File: src/rtl/cdu_sched_pkg.sv
// rtl/cdu_sched_pkg.sv - shared types and helpers for the CDU counter scheduler
package cdu_sched_pkg;

   typedef enum logic [1:0] {IDLE, SEL, HOLD} state_t;

   localparam logic DIR_PLUS  = 1'b0;
   localparam logic DIR_MINUS = 1'b1;

   function automatic int chan_w(input int n);
      return (n < 2) ? 1 : $clog2(n);
   endfunction

endpackage

File: src/rtl/cdu_pend_acc.sv
// rtl/cdu_pend_acc.sv - per-channel signed saturating pending-count accumulator
module cdu_pend_acc
   import cdu_sched_pkg::*;
#(
   parameter int PEND_W = 4
) (
   input  logic                     clk,
   input  logic                     rst,
   input  logic                     inc,
   input  logic                     dec,
   input  logic                     retire,
   input  logic                     retire_dir,
   input  logic                     ovf_clr,
   output logic signed [PEND_W-1:0] pend,
   output logic                     ovf
);

   localparam logic signed [PEND_W+1:0] SAT = (PEND_W+2)'(2**(PEND_W-1) - 1);

   logic signed [PEND_W+1:0] req_d, ret_d, total;
   logic                     hi, lo, ovf_set;

   always_comb begin
      req_d = '0;
      if (inc && !dec)
         req_d = (PEND_W+2)'(1);
      else if (dec && !inc)
         req_d = -(PEND_W+2)'(1);
      // A retired +1 command consumes one unit of positive backlog, and vice versa
      ret_d = '0;
      if (retire)
         ret_d = (retire_dir == DIR_PLUS) ? -(PEND_W+2)'(1) : (PEND_W+2)'(1);
      total   = (PEND_W+2)'(pend) + req_d + ret_d;
      hi      = total > SAT;
      lo      = total < -SAT;
      ovf_set = (hi || lo) && (inc ^ dec);
   end

   always_ff @(posedge clk or posedge rst) begin
      if (rst) begin
         pend <= '0;
         ovf  <= 1'b0;
      end else begin
         if (hi)
            pend <= PEND_W'(SAT);
         else if (lo)
            pend <= PEND_W'(-SAT);
         else
            pend <= PEND_W'(total);
         if (ovf_set)
            ovf <= 1'b1;
         else if (ovf_clr)
            ovf <= 1'b0;
      end
   end

endmodule

File: src/rtl/cdu_counter_scheduler.sv
// rtl/cdu_counter_scheduler.sv - round-robin arbiter sharing one +1/-1 counter path among CDU channels
module cdu_counter_scheduler
   import cdu_sched_pkg::*;
#(
   parameter int NCHAN  = 5,
   parameter int PEND_W = 4
) (
   input  logic             clk,
   input  logic             rst,
   input  logic             faz1,
   input  logic             faz2,
   input  logic             faz3,
   input  logic             faz4,
   input  logic             issi,
   input  logic [NCHAN-1:0] inc_req,
   input  logic [NCHAN-1:0] dec_req,
   input  logic [NCHAN-1:0] ovf_clr,
   output logic             cmd_plus,
   output logic             cmd_minus,
   output logic [2:0]       cmd_chan,
   output logic             busy,
   output logic [NCHAN-1:0] ovf,
   output logic             seq_err
);

   localparam int CW = chan_w(NCHAN);

   state_t                   state;
   logic [CW-1:0]            rr, winner, pick;
   logic                     dir, pick_dir, any_nz;
   logic                     multi, retire_now;
   logic [2:0]               nstb;
   logic [NCHAN-1:0]         retire_vec;
   logic signed [PEND_W-1:0] pend [NCHAN];
   int                       idx;

   assign nstb       = 3'(faz1) + 3'(faz2) + 3'(faz3) + 3'(faz4);
   assign multi      = nstb > 3'd1;
   // Both a clean faz4 and an early faz1 in HOLD retire the already-issued command
   assign retire_now = (state == HOLD) && !multi && (faz4 || faz1);

   for (genvar g = 0; g < NCHAN; g++) begin : g_acc
      assign retire_vec[g] = retire_now && (winner == CW'(g));
      cdu_pend_acc #(.PEND_W(PEND_W)) u_acc (
         .clk        (clk),
         .rst        (rst),
         .inc        (inc_req[g]),
         .dec        (dec_req[g]),
         .retire     (retire_vec[g]),
         .retire_dir (dir),
         .ovf_clr    (ovf_clr[g]),
         .pend       (pend[g]),
         .ovf        (ovf[g])
      );
   end

   always_comb begin
      pick   = '0;
      any_nz = 1'b0;
      idx    = 0;
      for (int k = 1; k <= NCHAN; k++) begin
         idx = (int'(rr) + k) % NCHAN;
         if (!any_nz && pend[idx] != '0) begin
            any_nz = 1'b1;
            pick   = CW'(idx);
         end
      end
      pick_dir = pend[pick][PEND_W-1] ? DIR_MINUS : DIR_PLUS;
   end

   always_ff @(posedge clk or posedge rst) begin
      if (rst) begin
         state     <= IDLE;
         rr        <= CW'(NCHAN - 1);
         winner    <= '0;
         dir       <= DIR_PLUS;
         cmd_plus  <= 1'b0;
         cmd_minus <= 1'b0;
         cmd_chan  <= 3'd0;
         busy      <= 1'b0;
         seq_err   <= 1'b0;
      end else begin
         cmd_plus  <= 1'b0;
         cmd_minus <= 1'b0;
         cmd_chan  <= 3'd0;
         if (multi) begin
            seq_err <= 1'b1;
         end else begin
            case (state)
               IDLE: begin
                  if (faz1 && !issi && any_nz) begin
                     state  <= SEL;
                     winner <= pick;
                     dir    <= pick_dir;
                     busy   <= 1'b1;
                  end
               end
               SEL: begin
                  if (faz2) begin
                     state     <= HOLD;
                     cmd_plus  <= (dir == DIR_PLUS);
                     cmd_minus <= (dir == DIR_MINUS);
                     cmd_chan  <= 3'(winner);
                  end else if (faz3 || faz4) begin
                     state   <= IDLE;
                     busy    <= 1'b0;
                     seq_err <= 1'b1;
                  end
               end
               HOLD: begin
                  if (faz4 || faz1) begin
                     state <= IDLE;
                     busy  <= 1'b0;
                     rr    <= winner;
                     if (faz1)
                        seq_err <= 1'b1;
                  end
               end
               default: begin
                  state <= IDLE;
                  busy  <= 1'b0;
               end
            endcase
         end
      end
   end

endmodule

File: config.mk
export PLATFORM = sky130hd
export DESIGN_NAME = cdu_counter_scheduler
export DESIGN_NICKNAME = d
export VERILOG_FILES = /design/src/rtl/cdu_sched_pkg.sv /design/src/rtl/cdu_pend_acc.sv /design/src/rtl/cdu_counter_scheduler.sv
export SDC_FILE = /design/constraint.sdc
export NUM_CORES = 1
export LEC_CHECK = 0
export CAP_MARGIN = 10
export CORE_ASPECT_RATIO = 1.1
export CORE_MARGIN = 2
export CORE_UTILIZATION = 55
export DETAILED_ROUTE_END_ITERATION = 8
export PLACE_DENSITY = 0.75
export SLEW_MARGIN = 20
export SYNTH_ARGS = -nofsm -noshare
export SYNTH_HDL_FRONTEND = slang
export SYNTH_HIERARCHICAL = 1
export SYNTH_SLANG_ARGS = --single-unit
File: constraint.sdc
create_clock -name clk -period 6.2 [get_ports clk]
set_input_delay 0.62 -clock clk [delete_from_list [all_inputs] [get_ports clk]]
set_output_delay 0.62 -clock clk [all_outputs]
set_load 0.02 [all_outputs]
==> results.txt, run 1 <==
Status -> finished, final reports clean
Slew Limit Fails -> 0
Remaining DRCs -> 0
Synth warnings -> 6
Hold WS -> 0.489 ns
RePlAce Congestion -> 0.943
Async S/R FF share, synth -> 100%
Crit path largest cell delay -> 0.82 ns
ANT cells -> 0
Iteration-0 DRC Markers -> 320
Synth unique cells -> 91
HPWL Detailed -> 10100 microns
Die area -> 10500 sq um
RSZ-0062 raised after global routing -> no
HP Class -> reg -> reg
Clk buf depth -> 2
Crit path cell chain -> inv_1 > ha_1 > ha_1 > nor3b_1 > o31ai_1 > xnor2_1 > inv_1 > ha_1 > inv_1 > o211ai_1 > a21boi_0 > a221oi_1 > a211oi_1 > o211ai_1 > a211oi_1 > nor3b_1 > a2111oi_0 > nor4_1
Core Rows -> 37
Sequential share of the synthesized area -> 19.3%
CP bufs+invs -> 3
Sequential cell area -> 1030 sq um
CTS Buf Count -> 5
CP Class -> reg -> reg
Pre-CTS setup slack -> 0.944 ns
Post-Synth XOR/XNOR Area -> 6.12%
Layout cells sized above 1 -> 9.47%
Die W -> 97.7 microns
Drt wl/cell -> 16.4 microns
CP delay by family, top -> compound AO/OA/AOI/OAI gates
Antenna violations before repair -> 0
Minimum clock period after layout -> 5.44 ns
Aggregate global routing overflow -> 0
Antenna Nets Post-Route -> 0
CTS tree -> built
Synth top cells by count -> ha_1 (68), inv_1 (54), nor2_1 (52)
Most common cell in the netlist -> ha_1
Startpoint types -> flip-flop
Worst slew margin -> 29.7%
Reg2reg setup slack -> 0.76 ns
FILL cells -> 829
Most used DFF post-synth -> dfrtp_1
Total track usage -> 24.3%
CP Data Arrival Time -> 5.60 ns
Final setup skew -> 0.00828 ns
DR vias -> 4679
Slowest CP cell -> ha_1
Setup Buffers After CTS -> 0
Starting Density -> 56.5%
Max frequency -> 184 MHz
Synth Area in Simple Gates -> 20.1%
Mux share of post-synthesis cell area -> 2.59%
H-tree depth -> 2
Final Hold Viols -> 0
Hold buffers post-CTS -> 0
Mapped Area -> 5310 sq um
Post-layout nets -> 744
Number of synthesized flops with an enable pin -> 0
Actual slew at the worst max-slew pin -> 1.05 ns
DR pass1 iterations -> 7
First-pass GRT wire length -> 21400 microns
Multi-input gate area in the final layout -> 3990 sq um
Syn_nets -> 713
I/O Pins -> 34
Port buffer count -> 33
Nature of the critical path endpoint -> flip-flop
Die Ht -> 107 microns
Synth Area in Compound Gates -> 26.0%
Synth top area share -> 18.8%
Setup TNS -> 0 ns
Largest cells by area after synthesis -> dfrtp_1 (19%), ha_1 (16%), a21o_1 (4.2%), fa_1 (4.1%), inv_1 (3.8%)
Final WL -> 12500 microns
Post-Syn Instances -> 612
Vias in the first global route -> 4684
Area share of fa/ha/maj cells after synthesis -> 20.3%
Clk pin slew, worst setup/hold paths -> 0.08 ns
Post-CTS Resized -> 0
Req. time, crit path -> 6.36 ns
Fin crit share -> 87.7%
Largest fanout on the critical path -> 23
Worst-Skew Late Latency -> 0.29 ns
Max-cap violations -> 0
Area growth syn-to-layout -> 10.3%
Synth Register Bits -> 41
Core Box Area -> 9400 sq um
Pin count of the biggest net entering global routing -> 26
Clk sinks -> 41
CTS Root Buffer Type -> clkbuf_8
Syn Area/Cell -> 8.68 sq um
PnR worst setup slack -> 0.760 ns
Synth area leader -> dfrtp_1
# setup viols final -> 0
Largest family of logic cells by synthesized area -> compound AO/OA/AOI/OAI gates
Drt via density -> 6.15
layout by cell type (no fill, tap or decap), types with 5 or more instances in the layout:
master,synthesis,layout
nor3b_1,5,5
or2_2,5,5
and2_1,7,7
inv_1,54,54
mux2i_1,7,7
o211ai_1,5,5
nand3_1,8,8
a21oi_1,35,35
o211a_1,6,6
buf_4,1,5
a211oi_1,8,8
xor2_1,20,20
xnor2_1,14,14
a31oi_2,5,5
and3_4,5,5
and3_1,6,6
o31ai_1,5,5
nor2b_1,10,10
o22ai_1,10,10
nand2b_1,6,6
o21ai_0,20,20
nor4_2,5,5
o32ai_2,5,5
ha_1,68,68
o21ai_1,6,6
a21o_1,30,30
nor3_1,8,8
clkdlybuf4s50_1,0,33
or2_1,5,5
nor2_1,52,52
clkbuf_8,0,5
nor4_1,8,8
fa_1,11,11
nand2_1,34,34
or4_1,6,6
dfrtp_1,40,40
sequential cells by signal, indices dropped and copies added, names as in the netlist:
| register | flops |
|---|---|
| state | 2 |
| dir | 1 |
| g_acc.u_acc/ovf | 5 |
| seq_err | 1 |
| winner | 3 |
| cmd_minus | 1 |
| cmd_plus | 1 |
| g_acc.u_acc/pend | 20 |
| cmd_chan | 3 |
| busy | 1 |
| rr | 3 |
path summary, 6_finish.rpt:
kind / endpoint / cells past startpoint / from
max reg2reg: dir / 18 / rr[1]
max: dir / 18 / rr[1]
min reg2reg: seq_err / 1 / seq_err
min: seq_err / 1 / seq_err
max in group asynchronous: dir / 2 / rst
min in group asynchronous: g_acc[0].u_acc/pend[1] / 2 / rst
routing by layer:
layer | global-route usage [%] | wire length (microns) | vias to the layer above
li1 | - | - | 2297
met1 | 30.7 | 5430 | 2242
met2 | 43.3 | 6270 | 120
met3 | 3.78 | 600 | 20
met4 | 6.65 | 201 | 0
met5 | 0 | 0 | -
per-stage QoR:
stage | utilization, % | cell area, sq um | std cells
floorplan | - | 5310 | 612
global placement | 61.2 | 5750 | 753
detailed placement | 61.2 | 5750 | 753
CTS | 62.3 | 5860 | 761
global route | 62.3 | 5860 | 761
finish | 62.3 | 5860 | 761
cell families (layout without fill, tap and decap cells):
group | count (synthesis) | after routing
flops | 41 | 41
fa+ha+maj | 80 | 80
buf+inv | 72 | 104
compound gates | 183 | 183
simple gates | 190 | 190
mux | 11 | 11
xor+xnor | 35 | 35
worst reg2reg max path, cell delays in order (launching register included):
cell and delay, ns:
dfrtp_1 0.60, inv_1 0.19, ha_1 0.82, ha_1 0.32, nor3b_1 0.07, o31ai_1 0.49
xnor2_1 0.18, inv_1 0.13, ha_1 0.30, inv_1 0.07, o211ai_1 0.08, a21boi_0 0.37
a221oi_1 0.15, a211oi_1 0.38, o211ai_1 0.17, a211oi_1 0.41, nor3b_1 0.09, a2111oi_0 0.41
nor4_1 0.10
area by class of cell:
class	count	area share [%]
clock buffer	6	1.24
multi-input combinational	499	68.1
clock inverter	2	0.598
inverter	58	3.76
sequential	41	17.5
timing repair buffer	38	6.28
tap	117	2.50
Power of run 1 is not shown: default switching activity piles up to over one toggle a cycle in this logic, so the estimate is an artifact.
==> run 2: changes to the inputs <==
Settings changed: HOLD_SLACK_MARGIN set to 0.12, SKIP_CTS_REPAIR_TIMING set to 1.
==> results of run 2 <==
No change in the layout: final DEF, timing and power equal those of run 1.
Power of run 2 is left out for the same reason.
